## config.mk

```make
export PLATFORM = sky130hd
export DESIGN_NAME = page_table_walker
export DESIGN_NICKNAME = d
export VERILOG_FILES = /design/src/rtl/page_table_walker.sv
export SDC_FILE = /design/constraint.sdc
export NUM_CORES = 1
export LEC_CHECK = 0
export ABC_AREA = 1
export CORE_MARGIN = 3
export CORE_UTILIZATION = 45
export DETAILED_ROUTE_END_ITERATION = 8
export GPL_TIMING_DRIVEN = 0
export PLACE_DENSITY_LB_ADDON = 0.12
export SLEW_MARGIN = 10
export SYNTH_ARGS = -nofsm -noshare
export SYNTH_HDL_FRONTEND = slang
export SYNTH_SLANG_ARGS = --single-unit
export TNS_END_PERCENT = 1
```

## constraint.sdc

```tcl
create_clock -name clk -period 4.3 [get_ports clk]
set_clock_uncertainty 0.05 [all_clocks]
set_input_delay 0.86 -clock clk [delete_from_list [all_inputs] [get_ports clk]]
set_output_delay 0.86 -clock clk [all_outputs]
set_load 0.01 [all_outputs]
```

## src/rtl/page_table_walker.sv

```systemverilog
// page_table_walker: hardware walker for a two-level page table, placed behind the TLB.
// It takes one TLB miss at a time and reads one PTE per level over a req/ack memory port.
// It returns a translation or a page fault on the refill port.
// Optional feature: define PTW_TIMEOUT_EN to add a watchdog on outstanding memory reads.
module page_table_walker #(
    parameter int addr_width       = 32,
    parameter int page_offset_bits = 12,
    parameter int timeout_cycles   = 255
) (
    input  logic                                   clk,
    input  logic                                   rst,
    input  logic [addr_width-page_offset_bits-1:0] ptbr_ppn,
    input  logic                                   flush,
    input  logic                                   miss_valid,
    output logic                                   miss_ready,
    input  logic [addr_width-1:0]                  miss_vaddr,
    output logic                                   mem_req,
    output logic [addr_width-1:0]                  mem_addr,
    input  logic                                   mem_ack,
    input  logic [addr_width-1:0]                  mem_rdata,
    output logic                                   refill_valid,
    output logic [addr_width-page_offset_bits-1:0] refill_vpn,
    output logic [addr_width-page_offset_bits-1:0] refill_ppn,
    output logic                                   refill_fault,
    output logic                                   timeout_err
);
    localparam int vpn_width  = addr_width - page_offset_bits;
    localparam int level_bits = vpn_width / 2;

    typedef enum logic [1:0] {IDLE, L1, L0, DONE} state_t;

    state_t                 state;
    logic [vpn_width-1:0]   vpn_q;
    logic                   discard;

    logic                   pte_v;
    logic                   pte_l;
    logic [vpn_width-1:0]   pte_ppn;
    logic [level_bits-1:0]  vpn1_in;
    logic [level_bits-1:0]  vpn0_q;

    logic                   walk_descend;
    logic                   walk_fault;
    logic [vpn_width-1:0]   walk_ppn;
    logic                   timed_out;

    // PTE bits [11:2] and the page offset of the miss address do not affect the walk.
    logic                   unused_bits;

    assign pte_v       = mem_rdata[0];
    assign pte_l       = mem_rdata[1];
    assign pte_ppn     = mem_rdata[addr_width-1:page_offset_bits];
    assign vpn1_in     = miss_vaddr[addr_width-1 -: level_bits];
    assign vpn0_q      = vpn_q[level_bits-1:0];
    assign unused_bits = ^{mem_rdata[page_offset_bits-1:2], miss_vaddr[page_offset_bits-1:0]};

`ifdef PTW_TIMEOUT_EN
    localparam int                    cnt_width = $clog2(timeout_cycles + 1);
    localparam logic [cnt_width-1:0] cnt_last  = cnt_width'(timeout_cycles - 1);

    logic [cnt_width-1:0] wait_cnt;

    assign timed_out = mem_req && !mem_ack && (wait_cnt == cnt_last);

    // Watchdog: count the cycles an outstanding read waits, and restart on each ack or new request.
    always_ff @(posedge clk or posedge rst) begin
        if (rst) begin
            wait_cnt <= '0;
        end else if (!mem_req || mem_ack) begin
            wait_cnt <= '0;
        end else begin
            wait_cnt <= wait_cnt + 1'b1;
        end
    end
`else
    localparam int unused_timeout_cycles = timeout_cycles;

    assign timed_out = 1'b0;
`endif

    // Decode the PTE returned in this cycle for the current level: descend, leaf translation, or fault.
    always_comb begin
        walk_descend = 1'b0;
        walk_fault   = 1'b0;
        walk_ppn     = '0;
        if (state == L1) begin
            if (!pte_v) begin
                walk_fault = 1'b1;
            end else if (!pte_l) begin
                walk_descend = 1'b1;
            end else if (pte_ppn[level_bits-1:0] != '0) begin
                walk_fault = 1'b1;
            end else begin
                walk_ppn = {pte_ppn[vpn_width-1:level_bits], vpn0_q};
            end
        end else begin
            if (pte_v && pte_l) begin
                walk_ppn = pte_ppn;
            end else begin
                walk_fault = 1'b1;
            end
        end
    end

    // Walk sequencing: accept a miss, fetch one PTE per level, then report the result or discard it.
    always_ff @(posedge clk or posedge rst) begin
        if (rst) begin
            state        <= IDLE;
            miss_ready   <= 1'b1;
            mem_req      <= 1'b0;
            mem_addr     <= '0;
            refill_valid <= 1'b0;
            refill_vpn   <= '0;
            refill_ppn   <= '0;
            refill_fault <= 1'b0;
            timeout_err  <= 1'b0;
            discard      <= 1'b0;
            vpn_q        <= '0;
        end else begin
            refill_valid <= 1'b0;
            if (flush && state != IDLE) begin
                discard <= 1'b1;
            end
            if (timed_out) begin
                timeout_err <= 1'b1;
            end
            case (state)
                IDLE: begin
                    if (miss_valid) begin
                        vpn_q      <= miss_vaddr[addr_width-1:page_offset_bits];
                        mem_req    <= 1'b1;
                        mem_addr   <= {ptbr_ppn, vpn1_in, 2'b00};
                        miss_ready <= 1'b0;
                        state      <= L1;
                    end
                end
                L1, L0: begin
                    if (mem_ack) begin
                        if (discard || flush) begin
                            mem_req    <= 1'b0;
                            miss_ready <= 1'b1;
                            discard    <= 1'b0;
                            state      <= IDLE;
                        end else if (walk_descend) begin
                            mem_addr <= {pte_ppn, vpn0_q, 2'b00};
                            state    <= L0;
                        end else begin
                            mem_req      <= 1'b0;
                            refill_valid <= 1'b1;
                            refill_vpn   <= vpn_q;
                            refill_ppn   <= walk_ppn;
                            refill_fault <= walk_fault;
                            state        <= DONE;
                        end
                    end else if (timed_out) begin
                        mem_req <= 1'b0;
                        if (discard || flush) begin
                            miss_ready <= 1'b1;
                            discard    <= 1'b0;
                            state      <= IDLE;
                        end else begin
                            refill_valid <= 1'b1;
                            refill_vpn   <= vpn_q;
                            refill_ppn   <= '0;
                            refill_fault <= 1'b1;
                            state        <= DONE;
                        end
                    end
                end
                DONE: begin
                    miss_ready <= 1'b1;
                    discard    <= 1'b0;
                    state      <= IDLE;
                end
                default: begin
                    state <= IDLE;
                end
            endcase
        end
    end

endmodule

```

======== After elaboration in Yosys (flattened, before gate mapping) ========
Cells that the tools add are included.
storage, ports and cells
  register bits after elaboration ......... 99
  output and inout port bits .............. 77
cells by class
  equality and inequality tests ........... 9
  muxes and demuxes ....................... 40
  bitwise logic cells ..................... 2
  reductions and logical operators ........ 14
operators with widths
  kind                                                                    count
  32-bit two-way mux                                                      4
  20-bit two-way mux                                                      5
  32-bit case mux with 2 select lines                                     1
  1-bit two-way mux                                                       23
  2-bit inequality test (second input constant)                           5
  10-bit nonzero test                                                     1
  4-bit AND reduction                                                     2
  2-bit two-way mux                                                       3
  2-bit case mux with 3 select lines                                      1
  5-bit AND reduction                                                     1
  2-bit equality test (second input constant)                             2
  1-bit case mux with 2 select lines                                      2
  2-bit AND reduction                                                     2
  2-bit nonzero test                                                      2
  3-bit inequality test (second input constant)                           1
  1-bit case mux with 3 select lines                                      1
  3-bit AND reduction                                                     1
  2-bit by 1-bit equality test with 1-bit output (second input constant)  1
  1-bit logical AND                                                       2
  2-bit logical NOT                                                       1
  1-bit NOT                                                               2
  2-bit OR reduction                                                      1
  1-bit logical OR                                                        1

======== Depth between registers and ports, before layout ========
Gate-level depths: netlist of run 1.
  depth after elaboration ................. 7
  mapped depth ............................ 10
  gate-level depth less buffers ........... 8

======== Worst setup path after synthesis of run 1 ========
Ideal clock, no wire load.
  kind .................................... input to register
  from .................................... input mem_rdata[1]
  to ...................................... register mem_addr[10]
  data arrival time ....................... 1585 ps
  data required time ...................... 4127 ps
  path slack .............................. 2541 ps
  cell stages on the path ................. 7
  buffers on the path ..................... 1
  cell sequence ........................... inv_1 > nand3_1 > o21ai_1 > nand2_2 > buf_6 > nand2_1 > o21ai_2
between the ends
  word-level cells in the longest chain between the ends .. 5
RTL lines
  element                                 RTL line  RTL
  start: declaration                      20        input logic [addr_width-1:0] mem_rdata,
  1-bit two-way mux                       89        end else if (!pte_l) begin
  1-bit two-way mux                       87        if (!pte_v) begin
  1-bit two-way mux                       86        if (state == L1) begin
  2-bit inequality test (no source line)  n/a
  5-bit AND reduction (no source line)    n/a
  end signal: assignment                  132       mem_addr <= {ptbr_ppn, vpn1_in, 2'b00};
  end signal: assignment                  145       mem_addr <= {pte_ppn, vpn0_q, 2'b00};
  end: declaration                        18        output logic [addr_width-1:0] mem_addr,
No other way between the ends.
A chain may end at the register's enable or synchronous reset.

======== Final worst setup path of run 1 ========
  from .................................... register miss_ready
  to ...................................... output miss_ready
RTL lines
  element                   RTL line  RTL
  start: declaration        15        output logic miss_ready,
  start signal: assignment  109       miss_ready <= 1'b1;
  start signal: assignment  133       miss_ready <= 1'b0;
  start signal: assignment  141       miss_ready <= 1'b1;
No word-level cell between the ends.

==> results of run 1 <==
per-stage QoR:
stage | setup WS, ns | util [%]
global route | 1.91 | 66.8
global placement | -0.556 | 64.1
CTS | 1.94 | 66.8
detailed placement | 1.84 | 64.4
finish | 1.95 | 66.8
floorplan | 0.858 | -
layout by cell type, fill, tap and decap left out, drive strengths merged:
cell type | netlist | routed
a21boi | 1 | 1
a21oi | 10 | 10
buf | 20 | 21
bufinv | 0 | 2
clkbuf | 9 | 18
clkdlybuf4s50 | 0 | 140
clkinv | 0 | 1
conb | 1 | 3
dfrtp | 96 | 96
dfstp | 1 | 1
ha | 4 | 4
inv | 42 | 46
mux2 | 10 | 10
mux2i | 4 | 4
nand2 | 190 | 190
nand3 | 12 | 12
nand4 | 1 | 1
nor2 | 47 | 47
o21ai | 71 | 71
o22ai | 1 | 1
metal layers:
layer,GRT usage (%),vias to the layer above,share of wire [%]
met4,5.46,0,1.3
met1,30.3,1856,43
met3,4.98,10,7.0
met2,39.4,124,49
li1,-,1930,-
met5,0,-,0
registers in the layout, indices dropped and copies added, names as in the netlist:
signal	flops
refill_valid	1
refill_vpn	20
vpn_q	20
miss_ready	1
refill_fault	1
refill_ppn	20
discard	1
mem_req	1
mem_addr	30
state	2
synth_stat cells:
| master | instances | area [um2] |
|---|---|---|
| a21boi_1 | 1 | 7.51 |
| o21ai_2 | 30 | 263 |
| nand2_2 | 3 | 18.8 |
| buf_4 | 6 | 45.0 |
| buf_6 | 9 | 101 |
| nand3_2 | 1 | 10.0 |
| buf_2 | 5 | 25.0 |
| ha_1 | 4 | 50.1 |
| o22ai_1 | 1 | 6.26 |
| conb_1 | 1 | 3.75 |
| nor2_1 | 43 | 161 |
| nor2_2 | 2 | 12.5 |
| mux2_2 | 10 | 113 |
| nand2_1 | 187 | 702 |
| o21ai_0 | 40 | 200 |
| a21oi_1 | 10 | 50.1 |
| nand4_1 | 1 | 6.26 |
| mux2i_1 | 4 | 40.0 |
| dfstp_2 | 1 | 26.3 |
| nor2_4 | 2 | 22.5 |
| inv_2 | 4 | 15.0 |
| nand3_1 | 11 | 55.1 |
| o21ai_1 | 1 | 5.00 |
| clkbuf_1 | 9 | 33.8 |
| dfrtp_1 | 96 | 2400 |
| inv_1 | 38 | 143 |
power breakdown:
group	total (W)	leakage, nW	internal [W]	switching (W)
registers	0.00161	1.20	0.00136	0.000255
logic	0.00277	1.76	0.00128	0.00150
clock network	0.000687	0.117	0.000339	0.000347
worst max path at each step:
stage,from,to,slack [ns],cells after the start
final,miss_ready,miss_ready,1.95,1
after detailed placement,mem_rdata[0],refill_vpn[0],1.84,5
after CTS,miss_ready,miss_ready,1.94,1
after global routing,miss_ready,miss_ready,1.91,1
after global placement,rst,vpn_q[19],-0.56,2
after floorplan,rst,discard,0.86,1
worst reg2reg max path: stages, from the launching register on:
cell and delay [ns]:
dfrtp_1 0.40, inv_1 0.08, ha_1 0.33, buf_6 0.16
clkbuf_1 0.43, nand2_1 0.20, o21ai_0 0.14, o21ai_2 0.09
cells by family after synthesis:
| group | count (synthesis) | share of synthesized area (%) |
|---|---|---|
| multiplexers | 14 | 3.38 |
| AND/OR/NAND/NOR | 250 | 21.9 |
| other | 1 | 0.0830 |
| flip-flops | 97 | 53.8 |
| buffers and inverters | 71 | 8.03 |
| adder cells (fa/ha/maj) | 4 | 1.11 |
| AO/OA/AOI/OAI | 83 | 11.8 |
cell type report:
class                           count  share of cell area (%)
Clock inverter                      7                    1.68
Clock buffer                        9                    1.95
Inverter                           42                    2.52
Multi-Input combinational cell    354                    27.3
Tap cell                          129                    2.54
Sequential cell                    97                    38.3
Buffer                             29                    3.23
Timing Repair Buffer              141                    22.5
==> impl_metrics.toml, run 1 <==
[logic_synthesis]
postSynthAreaPerCell_um2 = 8.69
syn_area_mm2 = 0.00452
ys_ff_latch = 97
ys_warn_count = 0
ys_seq_area_share_pct = 53.8
ys_types = 26
syn_inst = 520

[sta]
hold_viol = 0
worstMarginPinSlew_ns = 0.628
setup_tns_ns = 0
period_needed_ns = 2.35
whs_ns = 0.420
setup_viol = 0
drv_slew = 0
grt_setup_unrepaired = "false"
clock.fmax_ghz = 0.425
layout_worst_path_cycle_share_pct = 54.8
maxSlewHeadroom_pct = 58.1

[clock_tree]
clk_pin_slew_ns = 0.11
ctsHoldBuffers = 0
ctsRootBufferMaster = "clkbuf_8"
post_cts_buffers = 0
insertion_delay_ns = 0.37
cts_resized = 0
cts_tree = "built"
cts_made_buffers = 9
cts_max_path_buffers = 2
cts.sinks = 97
htreeDepth = 3

[layout]
multi_input_area_mm2 = 0.00173
seq_area_mm2 = 0.00243
final_cell_area_mm2 = 0.00635
drive_gt1_share_pct = 13.4
fillers = 827
antenna_cells = 0
layout.cells.non_filler = 808
area_delta_synth_final_pct = 40.5
fin_nets = 767

[worst_setup_path]
arrival_ns = 1.44
worstReg2RegEnd = "mem_addr[3]"
crit_family = "flip-flops"
cp-start-kind = "flip-flop"
path_buf_inv = 1
endpoint_kind = "output port"
worstRegToRegCells = 7
cp_max_fo = 2
max_stage_delay_ns = 0.55
criticalPathCategory = "reg -> out"
cp.required_ns = 3.39
r2r-start = "state[0]"
path_cells = "clkdlybuf4s50_1"
critPathSlowestCell = "dfstp_2"
r2r_slack_ns = 2.33

[floorplan]
core_area_mm2 = 0.00950
die_width_um = 106
die_area_mm2 = 0.0113
placementRows = 35
ios = 166
die_h_um = 106
start_util_pct = 47.5

[placed_design]
dp_hpwl_um = 9700
dpl.cell_count = 792
io_buffers = 140
post_dp_cell_area_mm2 = 0.00612
globalplace.congestion = 0.862

[drt]
wl_um = 12600
drt_iter0_markers = 176
drtPass1Iterations = 5
wl_per_cell_um = 15.6
ant_nets = 0
viasPerCell = 4.85
drcViolationCount = 0
via_count = 3920

[worst_hold_path]
whs_endpoint = "refill_vpn[16]"
hold_class = "reg -> reg"
min_from = "vpn_q[16]"
hold_depth = 2

[power_and_ir_drop]
leakage_nw = 3.08
peakVddDrop_mv = 0.361
p_per_area_mw_per_mm2 = 799
p_total_w = 0.00508

[grt]
grt-ovfl-total = 0
grt_max_degree = 50
grt_use_total_pct = 23.1
first_global_vias = 4146
grt_pass1_wl_um = 20700
antenna_found_initial = 0

[run]
drv_cap = 0

[outcome]
status = "complete, no violations"
Power figures use the tool's default switching activity.
==> run 2, diff against run 1 <==
- clock period: 4.3 -> 2.31 ns (I/O delays scaled with it)
==> run 2 against run 1 <==
- worst setup slack worse by 1.6 ns
- largest power group unchanged
- total power rose by 85%
- first-iteration DRC count increased by 4.0%
- critical path type is now reg -> reg
- utilization rose by 0.11 points
- highest routed layer unchanged
==> impl_metrics.toml, run 2 (synthesis gave the netlist of run 1 again) <==
[outcome]
status = "complete, no violations"

[drt]
ant_nets = 0
drt_iter0_markers = 183
drcViolationCount = 0
wl_um = 12400
via_count = 3856
wl_per_cell_um = 15.3
drtPass1Iterations = 4
viasPerCell = 4.77

[placed_design]
globalplace.congestion = 0.846
io_buffers = 140
dpl.cell_count = 793
dp_hpwl_um = 9530

[grt]
antenna_found_initial = 0
first_global_vias = 3911
grt_pass1_wl_um = 20100
grt-ovfl-total = 0
grt_use_total_pct = 22.7
grt_max_degree = 40

[worst_setup_path]
cp-start-kind = "flip-flop"
criticalPathCategory = "reg -> reg"
endpoint_kind = "flip-flop"
cp-startpoint = "state[0]"
worstReg2RegEnd = "refill_vpn[4]"
r2r-start = "state[0]"
cp.required_ns = 2.48
crit_path_end = "refill_vpn[4]"
cp_max_fo = 10
r2r_slack_ns = 0.31
arrival_ns = 2.17
worstRegToRegCells = 8

[layout]
area_delta_synth_final_pct = 40.7
seq_area_mm2 = 0.00243
antenna_cells = 0
largest_reg_flops = 30
fin_nets = 768
layout_commonest_cell = "nand2_1"
drive_gt1_share_pct = 13.4
fillers = 799
final_util_pct = 66.9
layout.cells.non_filler = 809
final_cell_mix = "187 x nand2_1, 140 x clkdlybuf4s50_1, 96 x dfrtp_1, 43 x nor2_1, 40 x o21ai_0"
multi_input_area_mm2 = 0.00173
top_register = "mem_addr"

[clock_tree]
cts_made_buffers = 9
insertion_delay_ns = 0.36
clk_pin_slew_ns = 0.10
ctsRootBufferMaster = "clkbuf_8"
cts.sinks = 97
cts_max_path_buffers = 2
post_cts_buffers = 0
cts_resized = 0
ctsHoldBuffers = 0
cts_tree = "built"
htreeDepth = 3

[sta]
period_needed_ns = 2.00
setup_viol = 0
grt_setup_unrepaired = "false"
drv_slew = 0
layout_worst_path_cycle_share_pct = 86.7
hold_viol = 0
worstMarginPinSlew_ns = 0.767
maxSlewHeadroom_pct = 48.8
clock.fmax_ghz = 0.499

[floorplan]
core_area_mm2 = 0.00950
die_area_mm2 = 0.0113
placementRows = 35
ios = 166
die_width_um = 106
die_h_um = 106
start_util_pct = 47.5

[worst_hold_path]
hold_depth = 2
hold_class = "reg -> reg"

[power_and_ir_drop]
leakage_nw = 3.07
p_per_area_mw_per_mm2 = 1480
peakVddDrop_mv = 0.702

[run]
drv_cap = 0
run 2: cell count changes in the layout (fill, tap and decap cells not counted):
| cell | before | now |
|---|---|---|
| inv_8 | 1 | 0 |
| clkinv_4 | 1 | 0 |
| inv_4 | 1 | 0 |
| clkbuf_8 | 9 | 10 |
| clkinvlp_4 | 0 | 2 |
| inv_6 | 3 | 2 |
| buf_12 | 0 | 2 |
| buf_16 | 1 | 0 |
| clkbuf_1 | 9 | 10 |
run 2: through the flow:
stage	instance area, um2	power [W]	hold WS, ns	worst slack (ns)	TNS, ns
floorplan	4530	0.00606	0.386	0.611	0
global placement	6090	0.00807	0.400	-0.334	-31.63
detailed placement	6130	0.00821	0.408	0.201	0
CTS	6360	0.00948	0.421	0.328	0
global route	6360	0.0101	0.454	0.132	0
finish	6360	0.00939	0.422	0.308	0
run 2: how the worst min path moves through the flow:
stage	from	to	slack [ns]
finish	vpn_q[16]	refill_vpn[16]	0.42
floorplan	vpn_q[10]	refill_vpn[10]	0.39
detailed placement	vpn_q[12]	refill_vpn[12]	0.41
CTS	vpn_q[16]	refill_vpn[16]	0.42
global placement	vpn_q[14]	refill_vpn[14]	0.40
global route	refill_ppn[14]	refill_ppn[14]	0.45
run 2: report_power, final:
part / switching, W / internal, W
clock network: 0.000607 / 0.000649
logic: 0.00277 / 0.00238
registers: 0.000456 / 0.00253
total: 0.00383 / 0.00556
run 2: layout make-up:
class,instances,area share [%]
clock inverters,5,1.34
repair buffers,142,22.7
inverters,42,2.54
well taps,129,2.54
flip-flops and latches,97,38.2
plain buffers,29,3.23
clock buffers,11,2.22
multi-input cells,354,27.3
run 2: critical path: stages, from the launching register on:
cell and delay, ns:
dfrtp_1 0.42, inv_1 0.08, ha_1 0.34, buf_6 0.16, nand2_1 0.07, inv_2 0.04
nand3_2 0.11, clkbuf_1 0.44, o21ai_0 0.16
run 2: layer usage:
metal  wire, um  vias to the layer above  global-route usage, %
met5          0                        -                      0
met4        129                        0                   5.74
met3        894                        9                   5.77
met2       5900                      112                   37.3
met1       5440                     1814                   30.1
li1           -                     1921                      -
